[src/rtl/tree_node_rr_mux.sv]
// N-to-1 packet concentrator: per-packet round-robin arbitration over child
// valid/ready streams into one registered upstream port tagged with the source id.
module tree_node_rr_mux #(
   parameter int unsigned NUM_CH = 15,
   parameter int unsigned DATA_W = 32,
   parameter int unsigned ID_W   = $clog2(NUM_CH),
   parameter int unsigned CNT_W  = 16
) (
   input  logic                     clk,
   input  logic                     rst_n,
   input  logic [NUM_CH-1:0]        ch_valid,
   input  logic [NUM_CH*DATA_W-1:0] ch_data,
   input  logic [NUM_CH-1:0]        ch_last,
   output logic [NUM_CH-1:0]        ch_ready,
   output logic                     out_valid,
   output logic [DATA_W-1:0]        out_data,
   output logic                     out_last,
   output logic [ID_W-1:0]          out_id,
   input  logic                     out_ready,
   output logic                     busy,
   output logic [CNT_W-1:0]         pkt_cnt
);

   typedef enum logic {ST_IDLE, ST_LOCK} state_e;

   state_e              state_q, state_d;
   logic [ID_W-1:0]     ptr_q, ptr_d;
   logic [ID_W-1:0]     lock_q, lock_d;
   logic                out_valid_q, out_valid_d;
   logic [DATA_W-1:0]   out_data_q, out_data_d;
   logic                out_last_q, out_last_d;
   logic [ID_W-1:0]     out_id_q, out_id_d;
   logic                busy_q, busy_d;
   logic [CNT_W-1:0]    cnt_q, cnt_d;

   logic                can_load;
   logic [ID_W-1:0]     win;
   logic                win_vld;
   logic [ID_W-1:0]     gnt;
   logic                gnt_vld;
   logic                sel_valid;
   logic                sel_last;
   logic [DATA_W-1:0]   sel_data;
   logic                accept;

   assign can_load = !out_valid_q || out_ready;

   // Winner is the valid channel at the smallest circular distance past ptr.
   always_comb begin : arb_search
      int unsigned p;
      int unsigned d;
      int unsigned best;
      win     = '0;
      win_vld = 1'b0;
      best    = NUM_CH;
      d       = 0;
      p       = 32'(ptr_q);
      for (int unsigned i = 0; i < NUM_CH; i++) begin
         d = i + NUM_CH - 1 - p;
         if (d >= NUM_CH) d = d - NUM_CH;
         if (ch_valid[i] && (d < best)) begin
            best    = d;
            win     = ID_W'(i);
            win_vld = 1'b1;
         end
      end
   end

   assign gnt     = (state_q == ST_LOCK) ? lock_q : win;
   assign gnt_vld = (state_q == ST_LOCK) || win_vld;

   // Granted channel's beat and the one-hot ready vector.
   always_comb begin
      sel_valid = 1'b0;
      sel_last  = 1'b0;
      sel_data  = '0;
      ch_ready  = '0;
      for (int unsigned i = 0; i < NUM_CH; i++) begin
         if (ID_W'(i) == gnt) begin
            sel_valid   = ch_valid[i];
            sel_last    = ch_last[i];
            sel_data    = ch_data[i*DATA_W +: DATA_W];
            ch_ready[i] = can_load && gnt_vld;
         end
      end
   end

   assign accept = gnt_vld && can_load && sel_valid;

   // Next state, output register and packet counter.
   always_comb begin
      state_d     = state_q;
      ptr_d       = ptr_q;
      lock_d      = lock_q;
      out_valid_d = out_valid_q;
      out_data_d  = out_data_q;
      out_last_d  = out_last_q;
      out_id_d    = out_id_q;
      cnt_d       = cnt_q;

      if (out_valid_q && out_ready) begin
         out_valid_d = 1'b0;
         if (out_last_q) cnt_d = cnt_q + CNT_W'(1);
      end

      if (accept) begin
         out_valid_d = 1'b1;
         out_data_d  = sel_data;
         out_last_d  = sel_last;
         out_id_d    = gnt;
         case (state_q)
            ST_IDLE: begin
               ptr_d = gnt;
               if (!sel_last) begin
                  state_d = ST_LOCK;
                  lock_d  = gnt;
               end
            end
            ST_LOCK: begin
               if (sel_last) state_d = ST_IDLE;
            end
            default: state_d = ST_IDLE;
         endcase
      end

      busy_d = (state_d == ST_LOCK);
   end

   always_ff @(posedge clk or negedge rst_n) begin
      if (!rst_n) begin
         state_q     <= ST_IDLE;
         ptr_q       <= ID_W'(NUM_CH - 1);
         lock_q      <= '0;
         out_valid_q <= 1'b0;
         out_data_q  <= '0;
         out_last_q  <= 1'b0;
         out_id_q    <= '0;
         busy_q      <= 1'b0;
         cnt_q       <= '0;
      end else begin
         state_q     <= state_d;
         ptr_q       <= ptr_d;
         lock_q      <= lock_d;
         out_valid_q <= out_valid_d;
         out_data_q  <= out_data_d;
         out_last_q  <= out_last_d;
         out_id_q    <= out_id_d;
         busy_q      <= busy_d;
         cnt_q       <= cnt_d;
      end
   end

   assign out_valid = out_valid_q;
   assign out_data  = out_data_q;
   assign out_last  = out_last_q;
   assign out_id    = out_id_q;
   assign busy      = busy_q;
   assign pkt_cnt   = cnt_q;

endmodule

[config.mk]
export PLATFORM = sky130hd
export DESIGN_NAME = tree_node_rr_mux
export DESIGN_NICKNAME = d
export VERILOG_FILES = /design/src/rtl/tree_node_rr_mux.sv
export SDC_FILE = /design/constraint.sdc
export NUM_CORES = 1
export LEC_CHECK = 0
export BUFFER_PORTS_ARGS = -buffer_cell sky130_fd_sc_hd__buf_2
export CORE_AREA = 2 2 228 230
export DETAILED_ROUTE_END_ITERATION = 10
export DIE_AREA = 0 0 230 232
export PLACE_DENSITY = 0.6
export SKIP_LAST_GASP = 1
export SYNTH_ARGS = -nofsm -noshare
export SYNTH_HDL_FRONTEND = slang
export SYNTH_SLANG_ARGS = --single-unit
[constraint.sdc]
create_clock -name clk -period 63.7 [get_ports clk]
set_clock_uncertainty 0.15 [all_clocks]
set_input_delay 12.74 -clock clk [delete_from_list [all_inputs] [get_ports clk]]
set_output_delay 12.74 -clock clk [all_outputs]
set_load 0.005 [all_outputs]
==> metrics.md <==
| Metric | Value |
|---|---|
| End-of-flow core utilization | `34.3%` |
| Critical path data required time | `approximately 51 ns` |
| Post-layout minimum cycle time | `56.50 ns` |
| Dpl hpwl | `slightly below 80000 um` |
| Layout filler cell count | `approximately 5600` |
| Buffer count from post-CTS setup fixing | `0` |
| Number of I/O pins | `just under 600` |
| Startpoint of the worst-slack reg-to-reg timing path | `ptr_q[1]$_DFFE_PN1P_` |
| Total area of sequential cells | `roughly 1600 um2` |
| Final WL | `92300 um` |
| Number of instances in the synthesized netlist | `about 1900` |
| Total number of vias | `roughly 19000` |
| Die footprint | `53400 um2` |
| Final #Nets | `3041` |
| Area growth from synthesis to layout | `29.8%` |
| TritonCTS clock tree | `yes` |
| Cell count of the worst hold path | `1` |
| Count of endpoints failing setup in the final report | `0` |
| Via density per instance | `5.92` |
| 1st-iter DRT viols | `~2200` |
| Routability congestion estimate | `~1.1` |
| RSZ-0062 raised after global routing | `false` |
| Leading post-synthesis cells by cell area | `sky130_fd_sc_hd__dfrtp_1 11%, sky130_fd_sc_hd__ha_1 8.5%, sky130_fd_sc_hd__nand2_1 7.0%` |
| Max incr delay on CP | `around 0.90 ns` |
| Average size of a mapped cell | `roughly 7.1 um2` |
| DRC viols | `0` |
| Y dimension of the die | `232 um` |
| Commonest cells after routing, fill and taps aside | `582 x sky130_fd_sc_hd__buf_2, 250 x sky130_fd_sc_hd__nand2_1, 192 x sky130_fd_sc_hd__nor2_1, 151 x sky130_fd_sc_hd__a21oi_1, 141 x sky130_fd_sc_hd__o21ai_0` |
| Routed length per instance | `slightly below 30 um` |
| Setup crit end kind | `output pin` |
| Core area | `around 50000 um2` |
| Post-route clock period utilization | `88.7%` |
| Ys flop type | `sky130_fd_sc_hd__dfrtp_1` |
| Overall global routing resource usage | `between 30% and 40%` |
| Slew Viols, Final | `0` |
| Slew at the pin with the worst max-slew slack | `1.17 ns` |
| Via count of the first global-routing pass | `about 18000` |
| MaxCap Viol Count | `0` |
| Max clock buf depth | `2` |
| Worst setup endpoint | `ch_ready[10]` |
| Number of antenna violations at the first check in global routing | `just over 40` |
| Share of Yosys cell area claimed by the top area cell type | `~11%` |
| Post-synth ARST share | `100%` |
| Number of CTS-inserted buffers | `9` |
| Critical path's slowest cell | `sky130_fd_sc_hd__o31ai_1` |
| Ratio of cells with drive above 1 in the final layout | `between 30% and 40%` |
| Peak clock frequency supported by timing | `roughly 18 MHz` |
| Std-Cell Rows | `83` |
| Number of levels the H-tree was split into | `3` |
| Final hold viol count | `0` |
| Number of synthesized register bits | `63` |
| Capture point of the worst reg-to-reg path | `out_data[1]$_DFFE_PN0P_` |
| Worst r2r path cells | `127` |
| Result of the run | `finished clean` |
| Pre-Repair DR Iteration Count | `6` |
| Multi-input combinational cell area | `11300 um2` |
| Maximum net fanout on the critical path | `18` |
| Most frequent standard cell in the layout excluding fill and tap cells | `sky130_fd_sc_hd__buf_2` |
| CP Launch Type | `input port` |
| Setup Total Neg Slack | `0 ns` |
| Quantity of hold-fixing buffers added after cts | `0` |
| Total number of yosys warnings | `0` |
| Number of instances resized during post-cts repair | `0` |
| Critical path type | `in2out` |
| Launch point of the worst path | `ch_valid[0]` |
| Root buffer cell | `sky130_fd_sc_hd__clkbuf_16` |
| Grt total ovfl | `0` |
| Post-synthesis instance area | `13400 um2` |
| CTS Sinks | `63` |
| Sequential area share after synthesis | `a little under an eighth` |
| Synth unique cells | `between 100 and 150` |
| ANT nets after route | `0` |
| Clk slew on worst S/H paths | `~0.05 ns` |
| Worst-skew pair later-pin latency | `~0.33 ns` |
| Post-synth EDFFs | `0` |
| Pin count of the biggest net entering global routing | `64` |
| Initial Utilization | `26.4%` |
| Wire length of the first global-routing pass | `roughly 130000 um` |
| Post-synth top area cell | `sky130_fd_sc_hd__dfrtp_1` |
| Class of the worst hold path | `reg2reg` |
| Worst EP arrival | `between 40 and 50 ns` |
| Normalized max-slew margin | `21.3%` |
| Horizontal die dimension | `about 230 um` |
| I/O Buffers | `slightly below 600` |
| Worst reg-to-reg setup slack | `29.06 ns` |
-- flip-flops by register name (all words and copies together), names as in the netlist --
register,cells
busy,1
lock_q,4
out_data,32
out_id,4
out_last,1
out_valid,1
pkt_cnt,16
ptr_q,4
-- Yosys cell counts (all sizes together) (31+ instances only) --
master / n
nand2: 254
nand3: 49
nor3: 42
o21ai: 171
ha: 91
mux2i: 43
inv: 48
xnor2: 40
o211ai: 31
a21oi: 156
mux2: 63
buf: 58
clkbuf: 61
nor2: 200
dfrtp: 60
a221oi: 53
a22oi: 37
-- cell type report --
class,count,area share [%]
antenna,23,0.330
clock buffer,11,1.39
clock inverter,5,0.330
inverter,50,1.08
multi-input combinational,1697,64.8
sequential,63,9.07
tap,680,4.88
timing repair buffer,616,18.2
-- kinds of logic after synthesis --
kind of cell             Yosys count  synth area share, %
other                              2               0.0559
XOR/XNOR                          53                 3.71
AND/OR/NAND/NOR                  677                 23.4
AO/OA/AOI/OAI                    739                 38.5
multiplexers                     106                 8.54
buffers and inverters            169                 5.39
flip-flops                        63                 11.8
adder cells (fa/ha/maj)           94                 8.70
-- worst min path at each step --
| stage | slack, ns | end | from |
|---|---|---|---|
| 3_5_place_dp | 0.32 | out_id[1]$_DFFE_PN0P_ | out_id[1]$_DFFE_PN0P_ |
| 6_report | 0.33 | out_data[0]$_DFFE_PN0P_ | out_data[0]$_DFFE_PN0P_ |
| 5_1_grt | 0.34 | out_data[11]$_DFFE_PN0P_ | out_data[11]$_DFFE_PN0P_ |
| 3_3_place_gp | 0.30 | pkt_cnt[15]$_DFFE_PN0P_ | pkt_cnt[15]$_DFFE_PN0P_ |
| 2_1_floorplan | 0.31 | lock_q[0]$_DFFE_PN0P_ | lock_q[0]$_DFFE_PN0P_ |
| 4_1_cts | 0.33 | pkt_cnt[15]$_DFFE_PN0P_ | pkt_cnt[15]$_DFFE_PN0P_ |
-- per-layer routing --
metal,global-route usage [%],vias up,wire (um)
li1,-,8275,-
met1,38.9,8989,35200
met2,55.4,1067,42800
met3,8.26,249,8060
met4,18.2,26,6150
met5,0,-,171
-- metrics by stage --
step                      setup slack (ns)  instance area [um2]  hold WS [ns]  std cells
after detailed placement              7.75                17100         0.320       3106
final                                 7.20                17400         0.330       3145
after floorplan                      13.06                13500         0.309       1929
after global routing                  4.63                17400         0.344       3137
after global placement                8.60                17100         0.305       3106
after CTS                             7.70                17400         0.331       3122
-- critical path, delay by kind of cell --
family,cells,cell delay [ns]
and+or+nand+nor,38,7.28
AOI/OAI and AO/OA,60,18.13
muxes,2,0.55
adders and majority gates,14,4.24
buffers and inverters,6,0.69
Power is left out: the tool's default activity adds up to more than one toggle a clock period on the data nets, which glitch-free logic cannot reach.
